**src/rtl/inst_fetch.sv**
```systemverilog
// Fetch stage: owns the PC, drives the instruction memory read port and
// registers each fetched instruction with its PC into the IF/ID register.
module inst_fetch #(
    parameter logic [31:0] RESET_PC = 32'h0000_0000,
    parameter logic [31:0] NOP_INST = 32'h0000_0013
) (
    input  logic        clk,
    input  logic        rst,
    input  logic        clk_en,
    input  logic        stall,
    input  logic        redirect_valid,
    input  logic [31:0] redirect_pc,
    output logic        imem_rd_en,
    output logic [31:0] imem_addr,
    input  logic [31:0] imem_instruction,
    input  logic        imem_ready,
    output logic        if_id_valid,
    output logic [31:0] if_id_pc,
    output logic [31:0] if_id_instruction,
    output logic        fetch_fault,
    output logic [1:0]  fault_cause,
    output logic [31:0] fault_pc,
    output logic [1:0]  dbg_state_o
);

    typedef enum logic [1:0] {
        ST_BOOT  = 2'd0,
        ST_FETCH = 2'd1,
        ST_FAULT = 2'd2
    } state_e;

    localparam logic [1:0] CAUSE_NONE  = 2'b00;
    localparam logic [1:0] CAUSE_ALIGN = 2'b01;
    localparam logic [1:0] CAUSE_RANGE = 2'b10;

    state_e      state_q, state_d;
    logic [31:0] pc_q, pc_d;
    logic        valid_q, valid_d;
    logic [31:0] ifid_pc_q, ifid_pc_d;
    logic [31:0] ifid_inst_q, ifid_inst_d;
    logic [1:0]  cause_q, cause_d;
    logic [31:0] fault_pc_q, fault_pc_d;

    // State register: reset wins over clk_en, otherwise clk_en gates every update.
    always_ff @(posedge clk) begin
        if (rst) begin
            state_q     <= ST_BOOT;
            pc_q        <= RESET_PC;
            valid_q     <= 1'b0;
            ifid_pc_q   <= 32'h0;
            ifid_inst_q <= NOP_INST;
            cause_q     <= CAUSE_NONE;
            fault_pc_q  <= 32'h0;
        end else if (clk_en) begin
            state_q     <= state_d;
            pc_q        <= pc_d;
            valid_q     <= valid_d;
            ifid_pc_q   <= ifid_pc_d;
            ifid_inst_q <= ifid_inst_d;
            cause_q     <= cause_d;
            fault_pc_q  <= fault_pc_d;
        end
    end

    // Next state; in FETCH the order is redirect, stall, range check, normal fetch.
    always_comb begin
        state_d     = state_q;
        pc_d        = pc_q;
        valid_d     = valid_q;
        ifid_pc_d   = ifid_pc_q;
        ifid_inst_d = ifid_inst_q;
        cause_d     = cause_q;
        fault_pc_d  = fault_pc_q;
        case (state_q)
            ST_BOOT: begin
                state_d = ST_FETCH;
                if (redirect_valid) pc_d = redirect_pc;
            end
            ST_FETCH: begin
                if (redirect_valid) begin
                    pc_d        = redirect_pc;
                    valid_d     = 1'b0;
                    ifid_inst_d = NOP_INST;
                    if (redirect_pc[1:0] != 2'b00) begin
                        state_d    = ST_FAULT;
                        cause_d    = CAUSE_ALIGN;
                        fault_pc_d = redirect_pc;
                    end
                end else if (stall) begin
                    state_d = ST_FETCH;
                end else if (!imem_ready) begin
                    valid_d     = 1'b0;
                    ifid_inst_d = NOP_INST;
                    state_d     = ST_FAULT;
                    cause_d     = CAUSE_RANGE;
                    fault_pc_d  = pc_q;
                end else begin
                    ifid_inst_d = imem_instruction;
                    ifid_pc_d   = pc_q;
                    valid_d     = 1'b1;
                    pc_d        = pc_q + 32'd4;
                end
            end
            ST_FAULT: begin
                valid_d     = 1'b0;
                ifid_inst_d = NOP_INST;
                if (redirect_valid) begin
                    if (redirect_pc[1:0] == 2'b00) begin
                        state_d = ST_FETCH;
                        cause_d = CAUSE_NONE;
                        pc_d    = redirect_pc;
                    end else begin
                        cause_d    = CAUSE_ALIGN;
                        fault_pc_d = redirect_pc;
                    end
                end
            end
            default: begin
                state_d = ST_BOOT;
            end
        endcase
    end

    always_comb begin
        imem_rd_en        = (state_q == ST_FETCH) && !stall;
        imem_addr         = {2'b00, pc_q[31:2]};
        if_id_valid       = valid_q;
        if_id_pc          = ifid_pc_q;
        if_id_instruction = ifid_inst_q;
        fetch_fault       = (state_q == ST_FAULT);
        fault_cause       = cause_q;
        fault_pc          = fault_pc_q;
        dbg_state_o       = state_q;
    end

endmodule

```
**config.mk**
```make
export PLATFORM = sky130hd
export DESIGN_NAME = inst_fetch
export DESIGN_NICKNAME = d
export VERILOG_FILES = /design/src/rtl/inst_fetch.sv
export SDC_FILE = /design/constraint.sdc
export NUM_CORES = 1
export LEC_CHECK = 0
export ABC_CLOCK_PERIOD_IN_PS = 2500
export BUFFER_PORTS_ARGS = -buffer_cell sky130_fd_sc_hd__buf_2
export CORE_MARGIN = 10
export CORE_UTILIZATION = 51
export DETAILED_ROUTE_END_ITERATION = 8
export GPL_TIMING_DRIVEN = 0
export PLACE_DENSITY = 0.85
export SKIP_CTS_REPAIR_TIMING = 1
export SLEW_MARGIN = 0
export SYNTH_ARGS = -nofsm -noshare
export SYNTH_HDL_FRONTEND = slang
export SYNTH_SLANG_ARGS = --single-unit
```
**constraint.sdc**
```tcl
create_clock -name clk -period 2.5 [get_ports clk]
set_input_delay 0.375 -clock clk [delete_from_list [all_inputs] [get_ports clk]]
set_output_delay 0.375 -clock clk [all_outputs]
set_load 0.1 [all_outputs]
```
==> flow_summary.yaml, run 1 <==
setup_path:
  arrival_ns: 2.63
  ff2ff_setup_slack_ns: 0.16
  critPathBufInv: 1
  timing.rr.start: "pc_q[2]$_SDFFE_PP0P_"
  start_kind: "flip-flop"
  path_delay_family: "simple AND/OR/NAND/NOR gates"
  cp-end-kind: "flip-flop"
  crit_required_ns: 2.79
  path_cells: "ha_1 > and4_1 > buf_2 > nand4_1 > nor4_2 > mux2i_1 > o22ai_1"
  critPathKind: "flip-flop to flip-flop"
  crit_slowest_cell: "dfxtp_1"
  slowest_delay_ns: 0.49
  crit_fanout: 8
  crit_start: "pc_q[2]$_SDFFE_PP0P_"
grt:
  grt_pass1_vias: 7118
  grt_pass1_wl_mm: 36.4
  grtUsageMet3_pct: 11.7
  grt_most_used_layer: "met2"
  grtUsageMet2_pct: 41.4
  grt_antenna_before_repair: 2
  grt_usage_pct: 25.4
  grt_overflow_total: 0
  met1_usage_pct: 28.1
  grt_max_degree: 17
power:
  internal_power_mw: 4.22
  leakagePower_nw: 3.52
  sw_frac_of_total_pct: 36.7
  vdd_drop_max_uv: 530
  comb_power_share_pct: 26.1
  switchingPower_mw: 2.44
  pwr-share-seq_pct: 35.4
  clkPwrFrac_pct: 38.5
  pwr_density_cell_nw_per_um2: 808
clocking:
  cts.clk_slew.worst_paths_ns: 0.06
  htree_levels: 4
  cts_tree: "yes"
  insertion_delay_ns: 0.43
  cts_sinks: 133
  cts_max_path_buffers: 2
  numCtsBuffers: 17
  root_buffer: "clkbuf_16"
timing:
  timing.final.crit_share_pct: 93.8
  min_period_ns: 2.34
  worst_pin_slew_ns: 0.710
  finalSetupTns_ns: 0
  max_freq_ghz: 0.426
  rsz0062_at_grt: "false"
  slew_headroom_pct: 52.3
  setup-violations-final: 0
  fin_skew_ns: 0.00596
  finalHoldViolations: 0
  drv_slew: 0
die:
  start_util_pct: 52.4
  die_w_um: 132
  die_area_um2: 17300
  ios: 205
  rows: 40
  coreArea_um2: 12100
  die_h_um: 132
synth:
  synthArstFlopShare_pct: 0
  synth_seq_cells: 133
  synth_most_common_cell: "nand2_1"
  syn_area_per_cell_um2: 7.87
  synth_edf_count: 0
  syn-cell-area_um2: 6350
  synth_area_leaders: "dfxtp_1 42%, nand2_1 8.7%, nor2_1 5.1%, a21oi_1 5.1%, a311oi_1 4.8%"
  synth_common_cells: "147 x nand2_1, 133 x dfxtp_1, 87 x nor2_1, 65 x a21oi_1, 51 x o21ai_0"
  yosysTopAreaCellShare_pct: 41.9
  ys.warnings.count: 0
  yosys.area.top_type: "dfxtp_1"
  synth_cell_types: 53
  synthFlopType: "dfxtp_1"
  synthCells: 807
  yosysSeqAreaShare_pct: 41.9
placed_design:
  gp_congestion: 0.950
  place_hpwl_mm: 16.6
  io_buffers: 201
  dp.cells: 1177
  dpl_cell_area_um2: 7590
cells_and_area:
  area_delta_synth_final_pct: 29.9
  postLayoutCellArea_um2: 8240
  layout.cells.non_filler: 1214
  drive_gt1_share_pct: 29.9
  nets: 1107
detailed_routing:
  drc: 0
  routedWlPerCell_um: 18.7
  drtIter0Drc: 788
  vias: 7077
  final_antenna_net_count: 0
  wl_mm: 22.8
  drt-vias-per-instance: 5.83
  detail_route.first_pass.iterations: 5
job:
  cap_violations: 0
min_path:
  holdCritStartpoint: "imem_instruction[1]"
  min_path_type: "input pin to flip-flop"
status:
  status: "completed"
stage by stage:
stage          total power, mW  utilization (%)  hold WS, ns  setup slack, ns
4_1_cts                   6.64             67.6        0.144          -0.0992
3_3_place_gp              4.09             62.6        0.440           0.0408
6_report                  6.66             68.1        0.151            0.155
3_5_place_dp              4.11             62.6        0.443          -0.0526
2_1_floorplan             3.74                -        0.446           0.0126
5_1_grt                   6.89             68.0        0.168           0.0195
per-layer routing:
layer,routed length (um),part of all wire [%]
met5,17,0.075
met3,2750,12
met4,743,3.3
met2,10600,47
met1,8600,38
layout make-up:
type | instances | area [um^2]
Fill cell | 1029 | 3870
Multi-Input combinational cell | 566 | 3140
Sequential cell | 133 | 2670
Timing Repair Buffer | 205 | 1040
Buffer | 102 | 559
Clock buffer | 20 | 447
Tap cell | 168 | 210
Clock inverter | 12 | 155
Inverter | 7 | 26.3
Antenna cell | 1 | 2.50
power by group through the flow:
stage	logic (mW)	registers, mW	clock network [mW]
floorplan	0.913	2.83	0
global placement	1.70	2.39	0
detailed placement	1.71	2.40	0
CTS	1.72	2.35	2.57
global route	1.83	2.37	2.68
finish	1.74	2.36	2.57
layout by cell type (no fill, tap or decap), drive strengths merged, types with 7 or more instances in the layout:
cell,n
and3,8
nor2,88
a21oi,65
a311oi,35
o21ai,51
a22o,7
dfxtp,133
a22oi,29
nor3,13
o31ai,7
clkbuf,63
buf,264
nand3,13
nand4,13
o22ai,7
nand2,147
nand2b,7
flip-flops by register name, summed over array words and instances, names as in the netlist:
name	cells
fault_cause	2
dbg_state_o	2
if_id_pc	32
if_id_instruction	32
pc_q	32
fault_pc	32
if_id_valid	1
tightest hold or removal path: stages:
cell and delay (ns):
buf_2 0.07, o22ai_1 0.05, nand2_1 0.06
logic make-up after synthesis:
group	share of synthesized area, %
muxes	1.12
and+or+nand+nor	21.9
AOI/OAI and AO/OA	24.7
DFF	41.9
buffers and inverters	9.23
adders and majority gates	0.986
other	0.0591
path summary, 6_finish.rpt:
kind | endpoint | cells past startpoint
worst max-delay path | pc_q[30]$_SDFFE_PP0P_ | 7
worst min-delay path | if_id_instruction[1]$_SDFFE_PP1P_ | 3
worst max register to register | pc_q[30]$_SDFFE_PP0P_ | 7
worst min register to register | if_id_pc[5]$_SDFFE_PP0P_ | 2
Note: power is estimated with default switching activity, not from simulation.
==> run 2, diff against run 1 <==
--- a/config.mk
+++ b/config.mk
@@ -7,10 +7,9 @@
 export LEC_CHECK = 0
 export ABC_CLOCK_PERIOD_IN_PS = 2500
 export BUFFER_PORTS_ARGS = -buffer_cell sky130_fd_sc_hd__buf_2
-export CORE_MARGIN = 10
+export CORE_MARGIN = 1
 export CORE_UTILIZATION = 51
 export DETAILED_ROUTE_END_ITERATION = 8
-export GPL_TIMING_DRIVEN = 0
 export PLACE_DENSITY = 0.85
 export SKIP_CTS_REPAIR_TIMING = 1
 export SLEW_MARGIN = 0
==> run 2 against run 1 <==
Against the previous run: final area fell by 3.1%; worst setup slack improved by 0.12 ns; combinational power fell by 5%; largest cell class unchanged.
==> flow_summary.yaml, run 2 (same netlist as run 1, synthesis figures left out) <==
status:
  status: "completed"
timing:
  fin_skew_ns: 0.0126
  min_period_ns: 2.22
  finalSetupTns_ns: 0
  slew_headroom_pct: 61.9
  max_freq_ghz: 0.450
  finalHoldViolations: 0
  worst_slack_ns: 0.279
  setup-violations-final: 0
  rsz0062_at_grt: "false"
  worst_pin_slew_ns: 0.571
  timing.final.crit_share_pct: 88.8
  drv_slew: 0
die:
  rows: 40
  start_util_pct: 52.6
  coreArea_um2: 12100
  die_w_um: 114
  die_h_um: 114
  die_area_um2: 12900
  ios: 205
detailed_routing:
  detail_route.first_pass.iterations: 5
  vias: 6500
  final_antenna_net_count: 0
  wl_mm: 18.7
  drt-vias-per-instance: 5.67
  drtIter0Drc: 579
  routedWlPerCell_um: 16.3
  drc: 0
clocking:
  cts_max_path_buffers: 2
  numCtsBuffers: 17
  htree_levels: 4
  cts_tree: "yes"
  root_buffer: "clkbuf_16"
  cts_sinks: 133
  insertion_delay_ns: 0.42
  cts.clk_slew.worst_paths_ns: 0.05
power:
  leakagePower_nw: 3.36
  pwr_density_cell_nw_per_um2: 825
  vdd_drop_max_uv: 575
setup_path:
  crit_slowest_cell: "buf_2"
  rr_worst_depth: 8
  path_cells: "inv_1 > ha_1 > nor2b_2 > buf_2"
  critPathKind: "flip-flop to primary output"
  cp-end-kind: "primary output"
  crit_fanout: 9
  worstReg2RegEnd: "pc_q[17]$_SDFFE_PP0P_"
  arrival_ns: 1.85
  timing.rr.start: "dbg_state_o[1]$_SDFFE_PP0P_"
  crit_required_ns: 2.12
  ff2ff_setup_slack_ns: 0.33
  start_kind: "flip-flop"
  slowest_delay_ns: 0.43
grt:
  grt_usage_pct: 28.9
  grt_overflow_total: 0
  grt_pass1_vias: 6061
  grt_pass1_wl_mm: 29.5
  grt_antenna_before_repair: 0
  grt_max_degree: 65
placed_design:
  gp_congestion: 0.881
  place_hpwl_mm: 12.8
  place_ws_ns: 0.357
  io_buffers: 202
min_path:
  hold_end: "if_id_instruction[4]$_SDFFE_PP1P_"
  min_path_type: "input pin to flip-flop"
  holdCritStartpoint: "imem_instruction[4]"
  hold_depth: 3
cells_and_area:
  nets: 1040
  drive_gt1_share_pct: 29.1
  layout_common_cells: "201 x buf_2, 147 x nand2_1, 131 x dfxtp_1, 87 x nor2_1, 65 x a21oi_1"
  fillers: 1025
  final_common_cell: "buf_2"
  area_delta_synth_final_pct: 25.8
  num_antenna_cells: 0
job:
  cap_violations: 0
-- run 2: cell count changes in the layout (fill, tap and decap cells not counted), sizes merged --
cell	before	now
clkbuf	63	20
diode	1	0
clkinv	5	6
clkinvlp	5	4
buf	264	240
-- run 2: routing by layer --
metal	part of all wire, %	track usage [%]
met4	2.1	12.2
met1	41	33.8
met5	0	0
met2	49	49.6
met3	7.9	8.34
-- run 2: per-stage QoR --
step                utilization (%)  hold WS (ns)  instances  area [um^2]  power (mW)
finish                         66.2         0.174       1146         7990        6.59
global route                   66.2         0.174       1146         7990        6.80
CTS                            66.2         0.164       1146         7990        6.60
detailed placement             61.1         0.443       1114         7370        4.03
global placement               61.1         0.439       1114         7370        4.01
floorplan                         -         0.446        808         6370        3.74
-- run 2: area by class of cell --
type | instances | area (um^2) | share of cell area (%)
well taps | 168 | 210 | 2.63
flip-flops and latches | 133 | 2670 | 33.4
multi-input cells | 566 | 3130 | 39.1
clock buffers | 20 | 467 | 5.84
inverters | 7 | 26.3 | 0.329
repair buffers | 240 | 1340 | 16.7
clock inverters | 12 | 153 | 1.91
-- run 2: worst max-delay path, delay by kind of cell, from the launching register on --
family | cells | cell delay (ns)
adder cells (fa/ha/maj) | 1 | 0.33
flip-flops | 1 | 0.34
buffers and inverters | 2 | 0.56
AND/OR/NAND/NOR | 1 | 0.19
-- run 2: report_power, final --
part	total, mW	leakage (nW)	internal, mW	switching [mW]
Clock	2.58	0.294	1.64	0.942
Sequential	2.34	1.08	2.23	0.107
Combinational	1.66	1.99	0.357	1.30
-- run 2: worst max path at each step --
stage	startpoint	to	slack, ns	cells past startpoint
2_1_floorplan	dbg_state_o[1]$_SDFFE_PP0P_	if_id_instruction[22]$_SDFFE_PP0P_	0.01	8
3_3_place_gp	dbg_state_o[1]$_SDFFE_PP0P_	pc_q[13]$_SDFFE_PP0P_	0.45	8
3_5_place_dp	dbg_state_o[1]$_SDFFE_PP0P_	pc_q[21]$_SDFFE_PP0P_	0.36	8
4_1_cts	dbg_state_o[1]$_SDFFE_PP0P_	imem_rd_en	0.27	4
5_1_grt	dbg_state_o[1]$_SDFFE_PP0P_	if_id_pc[10]$_SDFFE_PP0P_	0.16	8
6_report	dbg_state_o[1]$_SDFFE_PP0P_	imem_rd_en	0.28	4
==> run 3, diff against run 2 <==
--- a/config.mk
+++ b/config.mk
@@ -5,10 +5,10 @@
 export SDC_FILE = /design/constraint.sdc
 export NUM_CORES = 1
 export LEC_CHECK = 0
-export ABC_CLOCK_PERIOD_IN_PS = 2500
 export BUFFER_PORTS_ARGS = -buffer_cell sky130_fd_sc_hd__buf_2
 export CORE_MARGIN = 1
 export CORE_UTILIZATION = 51
+export CTS_BUF_LIST = sky130_fd_sc_hd__clkbuf_16
 export DETAILED_ROUTE_END_ITERATION = 8
 export PLACE_DENSITY = 0.85
 export SKIP_CTS_REPAIR_TIMING = 1
==> run 3 against run 2 <==
Against the previous run: sequential power hardly changed; clock power is 3% lower; combinational power hardly changed; worst setup slack worse by 0.0064 ns; global-route usage hardly changed; first-iteration DRC count is 1.6% higher; flip-flop and latch count stayed put; register-to-register slack hardly changed; largest cell class unchanged; die area stayed put; count of clock-buffer cells in the layout is 3 lower.
==> flow_summary.yaml, run 3 (same netlist as run 1, synthesis figures left out) <==
setup_path:
  crit_fanout: 9
  crit_required_ns: 2.12
  start_kind: "flip-flop"
  arrival_ns: 1.85
  cp-end-kind: "primary output"
  critPathKind: "flip-flop to primary output"
  worstReg2RegEnd: "pc_q[12]$_SDFFE_PP0P_"
  rr_worst_depth: 8
  ff2ff_setup_slack_ns: 0.34
  timing.rr.start: "dbg_state_o[1]$_SDFFE_PP0P_"
die:
  start_util_pct: 52.6
  rows: 40
  ios: 205
  coreArea_um2: 12100
  die_w_um: 114
  die_area_um2: 12900
  die_h_um: 114
power:
  comb_power_share_pct: 25.5
  clkPwrFrac_pct: 38.5
  internal_power_mw: 4.14
  switchingPower_mw: 2.36
  pwr-share-seq_pct: 36.0
  pwr_density_cell_nw_per_um2: 817
  vdd_drop_max_uv: 574
  p_total_mw: 6.50
  leakagePower_nw: 3.34
  sw_frac_of_total_pct: 36.3
grt:
  grt_usage_pct: 28.9
  grt_max_degree: 65
  grt_pass1_wl_mm: 29.5
  grt_pass1_vias: 6042
  grt_antenna_before_repair: 0
  grt_overflow_total: 0
cells_and_area:
  fillers: 1032
  seqCellArea_um2: 2670
  area_delta_synth_final_pct: 25.3
  final_common_cell: "buf_2"
  drive_gt1_share_pct: 28.8
  nets: 1040
  multi_input_comb_area_um2: 3130
  layout_common_cells: "201 x buf_2, 147 x nand2_1, 131 x dfxtp_1, 87 x nor2_1, 65 x a21oi_1"
  num_antenna_cells: 0
clocking:
  root_buffer: "clkbuf_16"
  htree_levels: 4
  cts_tree: "yes"
  cts_sinks: 133
  insertion_delay_ns: 0.43
  cts.clk_slew.worst_paths_ns: 0.05
  cts_max_path_buffers: 2
  numCtsBuffers: 17
timing:
  drv_slew: 0
  min_period_ns: 2.23
  max_freq_ghz: 0.449
  finalHoldViolations: 0
  timing.final.crit_share_pct: 89.1
  finalSetupTns_ns: 0
  rsz0062_at_grt: "false"
  setup-violations-final: 0
  worst_slack_ns: 0.273
  fin_skew_ns: 0.00785
  slew_headroom_pct: 61.9
  worst_pin_slew_ns: 0.572
detailed_routing:
  drt-vias-per-instance: 5.72
  detail_route.first_pass.iterations: 5
  drc: 0
  wl_mm: 18.6
  final_antenna_net_count: 0
  drtIter0Drc: 588
  routedWlPerCell_um: 16.2
  vias: 6553
min_path:
  min_path_type: "input pin to flip-flop"
  hold_depth: 3
  holdCritStartpoint: "imem_instruction[4]"
  hold_end: "if_id_instruction[4]$_SDFFE_PP1P_"
status:
  status: "completed"
placed_design:
  io_buffers: 202
  place_hpwl_mm: 12.8
  place_ws_ns: 0.357
  gp_congestion: 0.881
job:
  cap_violations: 0
run 3: power by group through the flow:
stage | combinational [mW] | clock [mW] | sequential (mW)
final | 1.66 | 2.50 | 2.34
after global routing | 1.74 | 2.61 | 2.35
after global placement | 1.63 | 0 | 2.38
after floorplan | 0.913 | 0 | 2.83
after detailed placement | 1.65 | 0 | 2.38
after CTS | 1.65 | 2.51 | 2.34
run 3: worst max path at each step:
stage                                 from                                 end
6_report       dbg_state_o[1]$_SDFFE_PP0P_                          imem_rd_en
5_1_grt        dbg_state_o[1]$_SDFFE_PP0P_               pc_q[17]$_SDFFE_PP0P_
4_1_cts        dbg_state_o[1]$_SDFFE_PP0P_                          imem_rd_en
3_5_place_dp   dbg_state_o[1]$_SDFFE_PP0P_               pc_q[21]$_SDFFE_PP0P_
3_3_place_gp   dbg_state_o[1]$_SDFFE_PP0P_               pc_q[13]$_SDFFE_PP0P_
2_1_floorplan  dbg_state_o[1]$_SDFFE_PP0P_  if_id_instruction[22]$_SDFFE_PP0P_
run 3: through the flow:
stage,instance area [um^2],utilization (%),std cells,hold WS [ns]
final,7960,66.0,1146,0.167
after global routing,7960,66.0,1146,0.174
after CTS,7960,66.0,1146,0.164
after detailed placement,7370,61.1,1114,0.443
after global placement,7370,61.1,1114,0.439
after floorplan,6370,-,808,0.446
run 3: worst max-delay path, cell delays in order, from the launching register on:
cell,delay [ns]
dfxtp_2,0.34
inv_1,0.13
ha_1,0.33
nor2b_2,0.19
buf_2,0.43
run 3: layer usage:
metal | vias up | routed length (um) | part of all wire [%] | GRT usage, %
met5 | - | 0 | 0 | 0
met3 | 56 | 1410 | 7.6 | 8.24
met2 | 305 | 9000 | 48 | 49.3
met1 | 3040 | 7660 | 41 | 34.0
met4 | 0 | 540 | 2.9 | 12.3
li1 | 3152 | - | - | -
run 3: layout make-up:
cell class              count  share of cell area, %
clock buffers              17                   5.35
clock inverters            15                   2.06
inverters                   7                  0.330
multi-input cells         566                   39.3
flip-flops and latches    133                   33.5
well taps                 168                   2.64
repair buffers            240                   16.8
